===== config.mk =====
export PLATFORM = sky130hd
export DESIGN_NAME = fpu_result_stage
export DESIGN_NICKNAME = d
export VERILOG_FILES = /design/src/rtl/fpu_result_stage_pkg.sv /design/src/rtl/fpu_special_result.sv /design/src/rtl/fpu_result_stage.sv
export SDC_FILE = /design/constraint.sdc
export NUM_CORES = 1
export LEC_CHECK = 0
export ABC_AREA = 1
export CAP_MARGIN = 30
export CORE_MARGIN = 1.5
export CORE_UTILIZATION = 52
export CTS_BUF_LIST = sky130_fd_sc_hd__clkbuf_4
export DETAILED_ROUTE_END_ITERATION = 8
export PLACE_DENSITY_LB_ADDON = 0.2
export SLEW_MARGIN = 20
export SYNTH_ARGS = -nofsm -noshare
export SYNTH_HDL_FRONTEND = slang
export SYNTH_HIERARCHICAL = 1
export SYNTH_SLANG_ARGS = --single-unit

===== constraint.sdc =====
create_clock -name CLK -period 2.91 [get_ports CLK]
set_input_delay 0.582 -clock CLK [delete_from_list [all_inputs] [get_ports CLK]]
set_output_delay 0.582 -clock CLK [all_outputs]
set_load 0.005 [all_outputs]

===== src/rtl/fpu_result_stage_pkg.sv =====
// Shared definitions for the FPU result stage: 8-bit FP constants,
// exception codes, sticky flag bit positions and output queue states.
package fpu_result_stage_pkg;

  // 8-bit format: sign[7], exp[6:3], mant[2:0]
  localparam logic [7:0] PLUS_INF  = 8'h78;
  localparam logic [7:0] MINUS_INF = 8'hF8;
  localparam logic [7:0] FP_QNAN   = 8'h7C;
  localparam logic [7:0] FP_ZERO   = 8'h00;

  // Exception checker codes; 5..7 carry no special-result meaning
  localparam logic [2:0] EXCE_NO       = 3'd0;
  localparam logic [2:0] EXCE_QNAN     = 3'd1;
  localparam logic [2:0] EXCE_SNAN     = 3'd2;
  localparam logic [2:0] EXCE_INF      = 3'd3;
  localparam logic [2:0] EXCE_ZERO_DIV = 3'd4;

  // Sticky flag bit positions: {SNAN, INVALID, DIVZERO, OVF, UNF}
  localparam int FLAG_SNAN    = 4;
  localparam int FLAG_INVALID = 3;
  localparam int FLAG_DIVZERO = 2;
  localparam int FLAG_OVF     = 1;
  localparam int FLAG_UNF     = 0;
  localparam int FLAG_W       = 5;

  // Output queue occupancy
  typedef enum logic [1:0] {
    Q_EMPTY = 2'd0,
    Q_ONE   = 2'd1,
    Q_FULL  = 2'd2
  } q_state_e;

  // Zero of either sign
  function automatic logic is_zero(input logic [7:0] v);
    return (v[6:0] == 7'd0);
  endfunction

endpackage


===== src/rtl/fpu_special_result.sv =====
// Combinational resolution of the final result, exception code and the
// flag bits contributed by one operation.
module fpu_special_result
  import fpu_result_stage_pkg::*;
(
  input  logic              op_is_exception,
  input  logic [2:0]        fp_exce,
  input  logic [7:0]        op_a,
  input  logic              sign_b,
  input  logic [7:0]        arith_result,
  input  logic              arith_ovf,
  input  logic              arith_unf,
  output logic [7:0]        result,
  output logic [2:0]        result_exce,
  output logic [FLAG_W-1:0] flags
);

  // Substitute special results when the checker flags an exception;
  // datapath overflow/underflow only count for non-exception ops.
  always_comb begin
    result      = arith_result;
    result_exce = EXCE_NO;
    flags       = '0;
    if (!op_is_exception) begin
      flags[FLAG_OVF] = arith_ovf;
      flags[FLAG_UNF] = arith_unf;
    end else begin
      result_exce = fp_exce;
      case (fp_exce)
        EXCE_QNAN: begin
          result = FP_QNAN;
        end
        EXCE_SNAN: begin
          result              = FP_QNAN;
          flags[FLAG_SNAN]    = 1'b1;
          flags[FLAG_INVALID] = 1'b1;
        end
        EXCE_INF: begin
          result              = FP_QNAN;
          flags[FLAG_INVALID] = 1'b1;
        end
        EXCE_ZERO_DIV: begin
          if (is_zero(op_a)) begin
            // 0/0 is invalid rather than a divide-by-zero
            result              = FP_QNAN;
            flags[FLAG_INVALID] = 1'b1;
          end else begin
            result              = (op_a[7] ^ sign_b) ? MINUS_INF : PLUS_INF;
            flags[FLAG_DIVZERO] = 1'b1;
          end
        end
        default: begin
          // NO and the unused codes keep the datapath result
        end
      endcase
    end
  end

endmodule


===== src/rtl/fpu_result_stage.sv =====
// FPU output stage: resolves special results, accumulates sticky flags and
// a saturating exception counter, and buffers results in a 2-entry queue.
module fpu_result_stage
  import fpu_result_stage_pkg::*;
#(
  parameter int CNT_W = 8
) (
  input  logic              CLK,
  input  logic              RST_N,
  input  logic              IN_VALID,
  output logic              IN_READY,
  input  logic [1:0]        FP_OPERATION,
  input  logic [7:0]        OP_A,
  input  logic [7:0]        OP_B,
  input  logic [7:0]        ARITH_RESULT,
  input  logic              ARITH_OVF,
  input  logic              ARITH_UNF,
  input  logic              OP_IS_EXCEPTION,
  input  logic [2:0]        FP_EXCE,
  output logic              OUT_VALID,
  input  logic              OUT_READY,
  output logic [7:0]        RESULT,
  output logic [2:0]        RESULT_EXCE,
  output logic [FLAG_W-1:0] STICKY_FLAGS,
  output logic [CNT_W-1:0]  EXCE_CNT,
  input  logic              FLAGS_CLR
);

  localparam logic [CNT_W-1:0] CNT_MAX = '1;

  q_state_e          state;
  logic [7:0]        tail_result;
  logic [2:0]        tail_exce;
  logic [7:0]        new_result;
  logic [2:0]        new_exce;
  logic [FLAG_W-1:0] new_flags;
  logic [FLAG_W-1:0] flags_base;
  logic [CNT_W-1:0]  cnt_base;
  logic              push;
  logic              pop;

  // The opcode and operand B magnitude do not affect resolution
  logic unused_inputs;
  assign unused_inputs = ^{FP_OPERATION, OP_B[6:0]};

  fpu_special_result u_special (
    .op_is_exception (OP_IS_EXCEPTION),
    .fp_exce         (FP_EXCE),
    .op_a            (OP_A),
    .sign_b          (OP_B[7]),
    .arith_result    (ARITH_RESULT),
    .arith_ovf       (ARITH_OVF),
    .arith_unf       (ARITH_UNF),
    .result          (new_result),
    .result_exce     (new_exce),
    .flags           (new_flags)
  );

  assign IN_READY  = (state != Q_FULL);
  assign OUT_VALID = (state != Q_EMPTY);
  assign push      = IN_VALID && IN_READY;
  assign pop       = OUT_VALID && OUT_READY;

  // A clear wipes the old state first so a same-cycle event still lands
  assign flags_base = FLAGS_CLR ? '0 : STICKY_FLAGS;
  assign cnt_base   = FLAGS_CLR ? '0 : EXCE_CNT;

  // Queue FSM: RESULT/RESULT_EXCE are the registered head entry
  always_ff @(posedge CLK or negedge RST_N) begin
    if (!RST_N) begin
      state       <= Q_EMPTY;
      RESULT      <= FP_ZERO;
      RESULT_EXCE <= EXCE_NO;
      tail_result <= FP_ZERO;
      tail_exce   <= EXCE_NO;
    end else begin
      case (state)
        Q_EMPTY: begin
          if (push) begin
            RESULT      <= new_result;
            RESULT_EXCE <= new_exce;
            state       <= Q_ONE;
          end
        end
        Q_ONE: begin
          if (push && pop) begin
            RESULT      <= new_result;
            RESULT_EXCE <= new_exce;
          end else if (push) begin
            tail_result <= new_result;
            tail_exce   <= new_exce;
            state       <= Q_FULL;
          end else if (pop) begin
            state <= Q_EMPTY;
          end
        end
        Q_FULL: begin
          if (pop) begin
            RESULT      <= tail_result;
            RESULT_EXCE <= tail_exce;
            state       <= Q_ONE;
          end
        end
        default: state <= Q_EMPTY;
      endcase
    end
  end

  // Sticky flags and saturating exception counter update on accept
  always_ff @(posedge CLK or negedge RST_N) begin
    if (!RST_N) begin
      STICKY_FLAGS <= '0;
      EXCE_CNT     <= '0;
    end else begin
      STICKY_FLAGS <= flags_base | (push ? new_flags : '0);
      if (push && OP_IS_EXCEPTION && (cnt_base != CNT_MAX))
        EXCE_CNT <= cnt_base + 1'b1;
      else
        EXCE_CNT <= cnt_base;
    end
  end

endmodule

==> results of run 1 <==
cells in the final DEF (no fill, tap or decap), drive strengths merged, types with 4 or more instances in the layout:
| master | count |
|---|---|
| nand2 | 84 |
| clkdlybuf4s50 | 52 |
| inv | 46 |
| dfrtp | 37 |
| o21ai | 35 |
| nor2 | 30 |
| nand3 | 13 |
| a22o | 5 |
| clkbuf | 5 |
| or2 | 4 |
| a21oi | 4 |
power breakdown:
part	switching, W	internal [W]	total [W]
Combinational	0.000392	0.000362	0.000754
Sequential	0.0000961	0.000683	0.000779
Clock	0.000170	0.000178	0.000347
routing by layer:
metal | track usage (%) | routed length, um
met5 | 0 | 0
met4 | 9.38 | 42
met3 | 3.58 | 223
met2 | 35.7 | 1960
met1 | 30.0 | 1980
stage by stage:
stage                     cell area, sq um  util, %  setup slack [ns]  std cells
final                                 2690     72.3             0.753        377
after global routing                  2690     72.3             0.664        377
after CTS                             2690     72.3             0.740        377
after detailed placement              2610     70.2             0.755        369
after global placement                2610     70.2             0.767        369
after floorplan                       2050        -              1.49        273
worst max-delay path, cell delays in order (launching register included):
cell and delay, ns:
dfrtp_1 0.45, nand2_4 0.23, clkdlybuf4s50_1 0.54
sequential cells by signal, summed over array words and instances, names as in the netlist:
| register | flops |
|---|---|
| tail_result | 8 |
| tail_exce | 3 |
| RESULT | 8 |
| RESULT_EXCE | 3 |
| STICKY_FLAGS | 5 |
| EXCE_CNT | 8 |
| state | 2 |
cell type report:
type	instances	area [sq um]	share of cell area (%)
Inverter	46	173	6.43
Clock inverter	3	41.3	1.54
Timing Repair Buffer	55	541	20.1
Multi-Input combinational cell	183	908	33.8
Clock buffer	5	37.5	1.40
Tap cell	48	60.1	2.24
Sequential cell	37	926	34.5
cells by family (layout without fill, tap and decap cells):
logic type | count (synthesis) | count (layout) | share of synthesized area, %
and+or+nand+nor | 138 | 138 | 30.5
buffers and inverters | 53 | 109 | 10.7
AOI/OAI and AO/OA | 44 | 44 | 13.3
DFF | 37 | 37 | 45.1
xor gates and xnor gates | 1 | 1 | 0.426
Yosys cell counts:
library cell  count  share of area (%)
a21oi_1           1               0.24
a21oi_2           3                1.3
a22o_1            5                2.1
buf_2             2               0.49
buf_4             1               0.37
buf_6             2                1.1
clkbuf_1          2               0.37
dfrtp_1          37                 45
inv_1            42                7.7
inv_2             4               0.73
nand2_1          77                 14
nand2_2           4                1.2
nand2_4           3                1.6
nand3_1          12                2.9
nand3_2           1               0.49
nand3b_1          2               0.73
nand4_1           3               0.91
nor2_1           23                4.2
nor2_2            5                1.5
nor2_4            2                1.1
nor3_1            2               0.49
o21ai_0          16                3.9
o21ai_1          13                3.2
o21ai_2           6                2.6
or2_1             4                1.2
xor2_1            1               0.43
how the worst max path moves through the flow:
stage | from | slack (ns) | endpoint | cells after the start
floorplan | FP_EXCE[1] | 1.49 | RESULT[5] | 9
global placement | FLAGS_CLR | 0.77 | EXCE_CNT[5] | 8
detailed placement | FLAGS_CLR | 0.76 | EXCE_CNT[5] | 8
CTS | state[1] | 0.74 | IN_READY | 2
global route | state[1] | 0.66 | IN_READY | 2
finish | state[1] | 0.75 | IN_READY | 2
==> flow_summary.ini, run 1 <==
[outcome]
outcome = complete, no violations

[setup_path]
path_class = reg2out
worstPathMaxFanout = 26
arrival_ns = 1.58
reg2reg_depth = 6
end_kind = output port
crit_required_ns = 2.33
regToRegStartpoint = state[1]
r2r-end = tail_exce[0]
cp-start-kind = register
ff2ff_setup_slack_ns = 1.28

[clocking]
h-tree-depth = 2
clock-sinks = 37
root_buffer = clkbuf_4
cts_tree = yes
cts_repair_resize_count = 0
hold_buffers = 0
worstSkewPairLatency_ns = 0.35
cts_setup_buffers = 0
cts_made_buffers = 5
clk_pin_slew_ns = 0.11
clockBufferDepth = 2

[die]
core_region_area_sq_um = 3720
die_w_um = 65.9
start_util_pct = 55.3
ioPinCount = 63
fp.dieArea_sq_um = 4340
die_h_um = 65.9
fp-row-count = 22

[power_and_ir_drop]
power_w = 0.00188
irDropWorstVdd_mv = 0.340
cellLeakagePower_nw = 1.38
powerDensity_nw_per_um2 = 700

[timing]
tightestPinTransition_ns = 0.789
slew_violations = 0
fmax_mhz = 464
rsz0062_at_grt = false
holdWs_ns = 0.301
finalSetupViolations = 0
max_slew_margin_pct = 47.4
setup_tns_ns = 0
finalCritPeriodShare_pct = 74.1
hold_violations = 0
period_needed_ns = 2.16
clock_skew_ns = 0.00639

[yosys]
synthDistinctLibCells = 26
yosysSeqAreaShare_pct = 45.1
syn_area_sq_um = 2050
synthesis.nets = 310
syn-instance-count = 273
ys_seq_elements = 37
yosys_warnings = 6
syn_area_per_cell_sq_um = 7.53

[routing]
routedWlPerCell_um = 11.2
dr.first_iter.drc_count = 148
viasPerCell = 4.92
routed_wl_um = 4210
vias = 1853
final_antenna_net_count = 0
drt-pass1-iter-count = 4
drc = 0

[run]
cap_violations = 0

[layout]
nets = 365
fillCellCount = 331
drive_gt1_share_pct = 11.6
areaGrowthSynthToFinish_pct = 30.8
diodes = 0

[grt]
antenna_found_initial = 0
overflow = 0
grt_pass1_vias = 1666
grtUsageTotal_pct = 22.3
grt_max_degree = 38
grt_pass1_wl_um = 7220

[min_path]
hold_class = in2async

[placement]
gp_congestion = 0.871
hpwl_um = 3070
io_buffers = 53
(Power assumes the default switching activity.)
==> inputs of run 2 (changes only) <==
CORE_UTILIZATION = 48   (was 52)
clock period = 2.1 ns   (was 2.91 ns; I/O delays follow)
==> run 2 against run 1 <==
  * Total power up 46%
  * Die area up 7.9%
  * Count of clock-buffer cells in the layout unchanged
  * Via count up 1.9%
  * Clock skew up 0.00080 ns
  * Critical endpoint unchanged
  * Largest cell class unchanged
  * Highest routed layer unchanged
==> flow_summary.ini, run 2 (same netlist as run 1, synthesis figures left out) <==
[routing]
routedWlPerCell_um = 11.2
dr_wl_met2_um = 2080
routed_wl_um = 4290
dr.first_iter.drc_count = 116
vias = 1889
viasPerCell = 4.95
final_antenna_net_count = 0
drc = 0
route.met3.wl_um = 267
met1Wirelength_um = 1910
drt-pass1-iter-count = 4
maxUsedRoutingLayer = met4

[placement]
io_buffers = 53
hpwl_um = 3180
gp_congestion = 0.898
dp_slack_ns = 0.170
dpl-instance-area_sq_um = 2650

[timing]
tightestPinTransition_ns = 0.508
finalSetupViolations = 0
hold_violations = 0
setup_tns_ns = 0
period_needed_ns = 1.99
max_slew_margin_pct = 66.0
fin_ws_ns = 0.114
rsz0062_at_grt = false
slew_violations = 0
fmax_mhz = 503
finalCritPeriodShare_pct = 94.6
clock_skew_ns = 0.00718

[power_and_ir_drop]
power_w = 0.00274
cellLeakagePower_nw = 1.42
powerDensity_nw_per_um2 = 995
irDropWorstVdd_mv = 0.428

[clocking]
cts_tree = yes
cts_made_buffers = 5
root_buffer = clkbuf_4
h-tree-depth = 2
cts_setup_buffers = 0
worstSkewPairLatency_ns = 0.35
clk_pin_slew_ns = 0.13
hold_buffers = 0
clockBufferDepth = 2
clock-sinks = 37

[setup_path]
r2r-end = tail_exce[0]
ff2ff_setup_slack_ns = 0.48
regToRegStartpoint = state[1]
crit_required_ns = 1.68
cp-start-kind = register
reg2reg_depth = 6
end_kind = output port
worstPathMaxFanout = 26
path_class = reg2out
arrival_ns = 1.57

[die]
fp.dieArea_sq_um = 4680
core_region_area_sq_um = 4060
fp-row-count = 23
die_h_um = 68.4
die_w_um = 68.4
ioPinCount = 63
start_util_pct = 50.6

[grt]
overflow = 0
grt_max_degree = 38
grt_pass1_vias = 1754
grt_pass1_wl_um = 7460
grtUsageTotal_pct = 21.2
antenna_found_initial = 0

[layout]
nets = 368
diodes = 0
areaGrowthSynthToFinish_pct = 33.9
final_cell_area_sq_um = 2750
final_cell_mix = 77 x nand2_1, 52 x clkdlybuf4s50_1, 42 x inv_1, 37 x dfrtp_1, 23 x nor2_1
largest_registers = EXCE_CNT (8), RESULT (8), tail_result (8)
layout_commonest_cell = nand2_1
drive_gt1_share_pct = 12.7

[outcome]
outcome = complete, no violations

[run]
cap_violations = 0

[min_path]
hold_class = in2async
==> run 2: cell count changes in the layout (fill, tap and decap cells not counted), sizes merged <==
cell	change
inv	+1
clkinv	-1
buf	+3
clkinvlp	-1
bufinv	+1
==> run 2: worst max-delay path by stage <==
| stage | start | endpoint | slack, ns | depth (start not counted) |
|---|---|---|---|---|
| floorplan | FP_EXCE[1] | RESULT[5] | 0.84 | 9 |
| global placement | FP_EXCE[0] | RESULT[3] | 0.22 | 9 |
| detailed placement | FP_EXCE[0] | RESULT[3] | 0.17 | 9 |
| CTS | state[1] | IN_READY | 0.09 | 2 |
| global route | state[1] | IN_READY | 0.004 | 2 |
| finish | state[1] | IN_READY | 0.11 | 2 |
==> run 2: worst max-delay path, stage by stage, from the launching register on <==
cell and delay (ns):
dfrtp_1 0.46, nand2_4 0.22, clkdlybuf4s50_1 0.54
==> run 2: metal layers <==
layer / global-route usage, % / vias up
li1: - / 966
met1: 26.8 / 863
met2: 35.3 / 55
met3: 4.77 / 5
met4: 7.25 / 0
met5: 0 / -
==> run 2: area by class of cell <==
class                   instances  area, sq um
inverters                      46          173
repair buffers                 58          576
clock buffers                   5         37.5
multi-input cells             183          908
clock inverters                 3         68.8
flip-flops and latches         37          926
well taps                      50         62.6
fillers                       366         1310
==> run 2: metrics by stage <==
stage / instances / hold slack [ns] / utilization, %
2_1_floorplan: 273 / 0.124 / -
3_3_place_gp: 374 / 0.402 / 65.2
3_5_place_dp: 374 / 0.400 / 65.2
4_1_cts: 382 / 0.0106 / 67.8
5_1_grt: 382 / 0.0157 / 67.8
6_report: 382 / 0.00405 / 67.8
==> run 2: report_power, final <==
group          total [W]  internal [W]  leakage, nW  switching, W
registers        0.00107      0.000946        0.473      0.000120
logic            0.00104      0.000508        0.889      0.000534
clock network   0.000630      0.000375       0.0558      0.000256
==> run 2: what timing repair did <==
action                                  in CTS  in global routing
resized for setup                            0                  0
endpoints found under the setup margin       0                  1
hold endpoints to repair                     0                  0
==> RTL change 1: new RTL, settings of run 2 <==
Put one more register stage on the output `EXCE_CNT`, with the module's reset. The value now appears one clock later. The other outputs are not delayed to match.
--- a/src/rtl/fpu_result_stage.sv
+++ b/src/rtl/fpu_result_stage.sv
@@ -28,4 +28,6 @@
 
   localparam logic [CNT_W-1:0] CNT_MAX = '1;
+
+  logic [CNT_W-1:0] EXCE_CNT_s0;
 
   q_state_e          state;
@@ -64,5 +66,5 @@
   // A clear wipes the old state first so a same-cycle event still lands
   assign flags_base = FLAGS_CLR ? '0 : STICKY_FLAGS;
-  assign cnt_base   = FLAGS_CLR ? '0 : EXCE_CNT;
+  assign cnt_base   = FLAGS_CLR ? '0 : EXCE_CNT_s0;
 
   // Queue FSM: RESULT/RESULT_EXCE are the registered head entry
@@ -111,11 +113,19 @@
     if (!RST_N) begin
       STICKY_FLAGS <= '0;
-      EXCE_CNT     <= '0;
+      EXCE_CNT_s0  <= '0;
     end else begin
       STICKY_FLAGS <= flags_base | (push ? new_flags : '0);
       if (push && OP_IS_EXCEPTION && (cnt_base != CNT_MAX))
-        EXCE_CNT <= cnt_base + 1'b1;
+        EXCE_CNT_s0 <= cnt_base + 1'b1;
       else
-        EXCE_CNT <= cnt_base;
+        EXCE_CNT_s0 <= cnt_base;
+    end
+  end
+
+  always_ff @(posedge CLK or negedge RST_N) begin
+    if (!RST_N) begin
+      EXCE_CNT <= '0;
+    end else begin
+      EXCE_CNT <= EXCE_CNT_s0;
     end
   end
Formal check against the unedited RTL: not equivalent (a bounded check fails within 4 cycles, from zero or initial values and one cycle with RST_N low).
==> RTL change 1 against run 2 <==
- synthesized area is 15% higher
- sequential cell count is 8 higher
- sequential power is 15% higher
- power is 3.8% higher
- count of clock-buffer cells in the layout is 1 higher
- maximum frequency is 2.4% higher
- worst setup slack better by 0.046 ns
- largest cell class unchanged
- final area is 9.5% higher
- wire length is 9.9% higher
- critical path depth is 1 higher
- largest power group unchanged
==> RTL change 1: results (changes against run 2) <==
grt:
  use_met2_pct: 33.84  # -1.5 points
  grt_pass1_wl_um: 8452  # +13%
  use_met3_pct: 6.768  # +2.0 points
  grt_usage_pct: 20.90  # -0.25 points
  grt_pass1_vias: 1888  # +7.6%
  grtUsageMet1_pct: 26.67  # -0.13 points
  grt_max_degree: 46  # +21%
synthesis:
  syn-num-nets: 331  # +6.8%
  synthTopCellsByCount: "nand2_1, dfrtp_1, inv_1"
  avgSynthCellArea_sq_um: 8.005  # +6.4%
  async_flop_share_pct: 100.0  # unchanged
  yosysSeqAreaShare_pct: 47.85  # +2.8 points
  ys_types: 28  # +7.7%
  synthTopCellsByArea: "dfrtp_1, nand2_1, inv_1"
  synth_xor_area_share_pct: 0.7443  # +0.32 points
  synth_compound_area_share_pct: 8.347  # -4.9 points
  synth_mux_area_share_pct: 0  # unchanged
  syn_area_sq_um: 2354  # +15%
power:
  switchingPower_uw: 961.6  # +5.7%
  p_clk_share_pct: 18.9  # -4.1 points
  pg_seq_mw: 1.23  # +15%
  p_total_mw: 2.842  # +3.8%
  vdd_drop_max_v: 0.0004334  # +1.3%
  p_leak_nw: 1.562  # +10%
sta:
  fin_crit_sh_pct: 92.39  # -2.2 points
  worst_pin_slew_ns: 0.5490  # +0.04099 ns
  clock_skew_ns: 0.009770  # +0.002585 ns
  fin_hold_ws_ns: 0.09613  # +0.09208 ns
  slew_headroom_pct: 63.40  # -2.6 points
detailed_routing:
  vias: 1967  # +4.1%
  vias_per_cell: 4.706  # -4.8%
  routed-wl-met3_um: 223  # -16%
  met1_length_um: 2229  # +17%
  dr.first_iter.drc_count: 103  # -11%
  ant_nets: 0  # unchanged
  wirelength_um: 4718  # +9.9%
  route.met2.wl_um: 2193  # +5.6%
finish:
  fillers: 418  # +14%
  nets: 387  # +5.2%
  drive_above_1_share_pct: 11.97  # -0.68 points
  antennaDiodeCount: 0  # unchanged
cts:
  cts_buffer_depth: 2  # unchanged
  clk_latency_ns: 0.37  # +0.02 ns
  cts_made_buffers: 5  # unchanged
setup_path:
  timing.critical_path.from: "state[0]"
  cp_max_fo: 4  # -85%
  critPathTopFamily: "buffers and inverters"
  r2r_slack_ns: 0.58  # +0.10 ns
  arrival_ns: 1.52  # -0.05 ns
  r2r-end: "EXCE_CNT_s0[1]"
  rr_worst_depth: 7  # +1
placement:
  dp_cells: 410  # +9.6%
  hpwl_um: 3483  # +9.5%
  placed_area_sq_um: 2934  # +11%
  portBuffers: 53  # unchanged
  gp_congestion: 0.8465  # -5.8%
  dp_slack_ns: 0.2452  # +0.07482 ns
outcome:
  status: "complete, no violations"
## RTL change 1: cell types whose count changed after synthesis, moves of 3 or more
cell     before  now
nand4_1       3    0
a32o_1        0    5
a21oi_2       3    0
nand3_1      12   21
nand2_2       4    8
a22o_1        5    0
nor2_1       23   28
buf_2         2    5
a21oi_1       1   11
o21ai_2       6    0
nand2_1      77   82
o21ai_0      16    1
dfrtp_1      37   45
## RTL change 1: logic make-up (layout without fill, tap and decap cells)
family	after synthesis	in the layout
and+or+nand+nor	162	162
xor gates and xnor gates	2	2
AOI/OAI and AO/OA	31	31
DFF	45	45
buffers and inverters	54	111
## RTL change 1: layout make-up
| type | count | area [sq um] | share of cell area (%) |
|---|---|---|---|
| clock buffer | 6 | 45.04 | 1.495 |
| clock inverter | 2 | 33.78 | 1.121 |
| inverter | 44 | 166.4 | 5.523 |
| multi-input combinational | 195 | 987.2 | 32.77 |
| sequential | 45 | 1126 | 37.38 |
| tap | 67 | 83.83 | 2.782 |
| timing repair buffer | 59 | 570.5 | 18.94 |
==> RTL change 2: new RTL, settings of run 2 <==
Made on the original files. The package constant `FLAG_W` goes from 5 to 10.
--- a/src/rtl/fpu_result_stage_pkg.sv
+++ b/src/rtl/fpu_result_stage_pkg.sv
@@ -22,5 +22,5 @@
   localparam int FLAG_OVF     = 1;
   localparam int FLAG_UNF     = 0;
-  localparam int FLAG_W       = 5;
+  localparam int FLAG_W       = 10;
 
   // Output queue occupancy
Interface: changed (resized STICKY_FLAGS); port bits go from 63 to 68. The function was not compared with the original's and may differ.
==> RTL change 2 against run 2 <==
- sequential cell count is 5 higher
- sequential share of layout area is 2.0 points higher
- synthesized area is 9.0% higher
- worst setup slack worse by 0.0090 ns
- power is 5.2% lower
- wire length is 6.4% higher
- count of clock-buffer cells in the layout stayed put
- synthesized cell count is 7.3% higher
- sequential power is 11% higher
- final area is 7.1% higher
- utilization is 1.0 points lower
- global-route usage is 1.3 points lower
==> RTL change 2: results (changes against run 2) <==
outcome:
  status: "complete, no violations"
placement:
  hpwl_um: 3469  # +9.1%
  gp_congestion: 0.8683  # -3.3%
  dp_cells: 398  # +6.4%
  portBuffers: 58  # +9.4%
  dp_slack_ns: 0.1850  # +0.01463 ns
  placed_area_sq_um: 2859  # +8.1%
finish:
  nets: 390  # +6.0%
  top_register: "STICKY_FLAGS"
  largest_reg_flops: 10
  drive_above_1_share_pct: 9.040  # -3.6 points
  fillers: 389  # +6.3%
  antennaDiodeCount: 0  # unchanged
detailed_routing:
  met1_length_um: 2131  # +12%
  vias_per_cell: 4.815  # -2.6%
  routed-wl-met3_um: 230  # -14%
  drc: 0  # unchanged
  wirelength_um: 4567  # +6.4%
  dr.first_iter.drc_count: 125  # +7.8%
  highest_layer: "met4"
  vias: 1955  # +3.5%
  dr.pass1.iters: 4  # unchanged
  route.met2.wl_um: 2190  # +5.5%
cts:
  clk_pin_slew_ns: 0.13  # about the same
  cts_made_buffers: 5  # unchanged
  clk_latency_ns: 0.35  # about the same
  clock-root-buffer: "clkbuf_4"
  cts_setup_buffers: 0  # unchanged
  cts_buffer_depth: 2  # unchanged
  h-tree-depth: 2  # unchanged
synthesis:
  synthTopCellsByCount: "nand2_1, inv_1, dfrtp_1"
  synth_top_area_share_pct: 46.95  # +1.9 points
  synthTopCellsByArea: "dfrtp_1, nand2_1, inv_1"
  syn_inst: 293  # +7.3%
  async_flop_share_pct: 100.0  # unchanged
  ys_types: 26  # unchanged
  yosysSeqAreaShare_pct: 46.95  # +1.9 points
  ys_warn_count: 6  # unchanged
  synth_enable_flop_cells: 0  # unchanged
sta:
  clock_skew_ns: 0.009968  # +0.002784 ns
  worst_pin_slew_ns: 0.7057  # +0.1977 ns
setup_path:
  max_stage_delay_ns: 0.52  # -0.02 ns
  cpMaxStageDelayCell: "clkdlybuf4s50_1"
  arrival_ns: 1.58
grt:
  grt_pass1_wl_um: 8010  # +7.4%
  use_met2_pct: 33.02  # -2.3 points
  grt_pass1_vias: 1905  # +8.6%
  use_met3_pct: 5.345  # +0.57 points
  grtUsageMet1_pct: 25.72  # -1.1 points
  busiest_layer: "met2"
  grt_max_degree: 27  # -29%
  antenna_found_initial: 0  # unchanged
  grt_usage_pct: 19.88  # -1.3 points
power:
  vdd_drop_max_v: 0.0004358  # +1.8%
  p_leak_nw: 1.533  # +8.1%
min_path:
  hold_class: "primary input to async pin"
RTL change 2: kinds of logic (layout without fill, tap and decap cells):
kind of cell	Yosys count	in the layout	share of synthesized area [%]
buffers and inverters	61	118	11.68
other	1	5	0.1675
AO/OA/AOI/OAI	48	48	13.08
AND/OR/NAND/NOR	140	140	27.72
XOR/XNOR	1	1	0.3914
flip-flops	42	42	46.95
RTL change 2: power breakdown:
part	switching (mW)	internal [mW]	total [mW]
Combinational	0.418	0.475	0.893
Sequential	0.137	1.05	1.19
Clock	0.269	0.247	0.516
Total	0.824	1.77	2.60
RTL change 2: path summary, 6_finish.rpt:
check                          start     endpoint  slack [ns]  cells past startpoint
max                         state[0]     IN_READY        0.10                      3
min                            RST_N  EXCE_CNT[3]       0.009                      1
max reg2reg                 state[1]    RESULT[2]        0.58                      3
min reg2reg                RESULT[5]    RESULT[5]        0.50                      2
max in group asynchronous      RST_N    RESULT[3]        1.60                      2
min in group CLK           RESULT[5]    RESULT[5]        0.50                      2
RTL change 2: area by class of cell:
type                            instances  area (sq um)  area share [%]
Sequential cell                        42          1051           35.65
Inverter                               47         176.4           5.985
Clock inverter                          3         40.04           1.358
Multi-Input combinational cell        194         952.2           32.30
Timing Repair Buffer                   63         625.6           21.22
Clock buffer                            5         37.54           1.273
Tap cell                               52         65.06           2.207
RTL change 2: worst reg2reg max path, stage by stage, from the launching register on:
cell and delay [ns]:
dfrtp_1 0.54, nor2_2 0.09, o21ai_2 0.57, o21ai_0 0.19
RTL change 2: timing repair:
action	CTS	global route
resized for setup	0	3
setup endpoints to repair	0	1
hold buffers	0	0
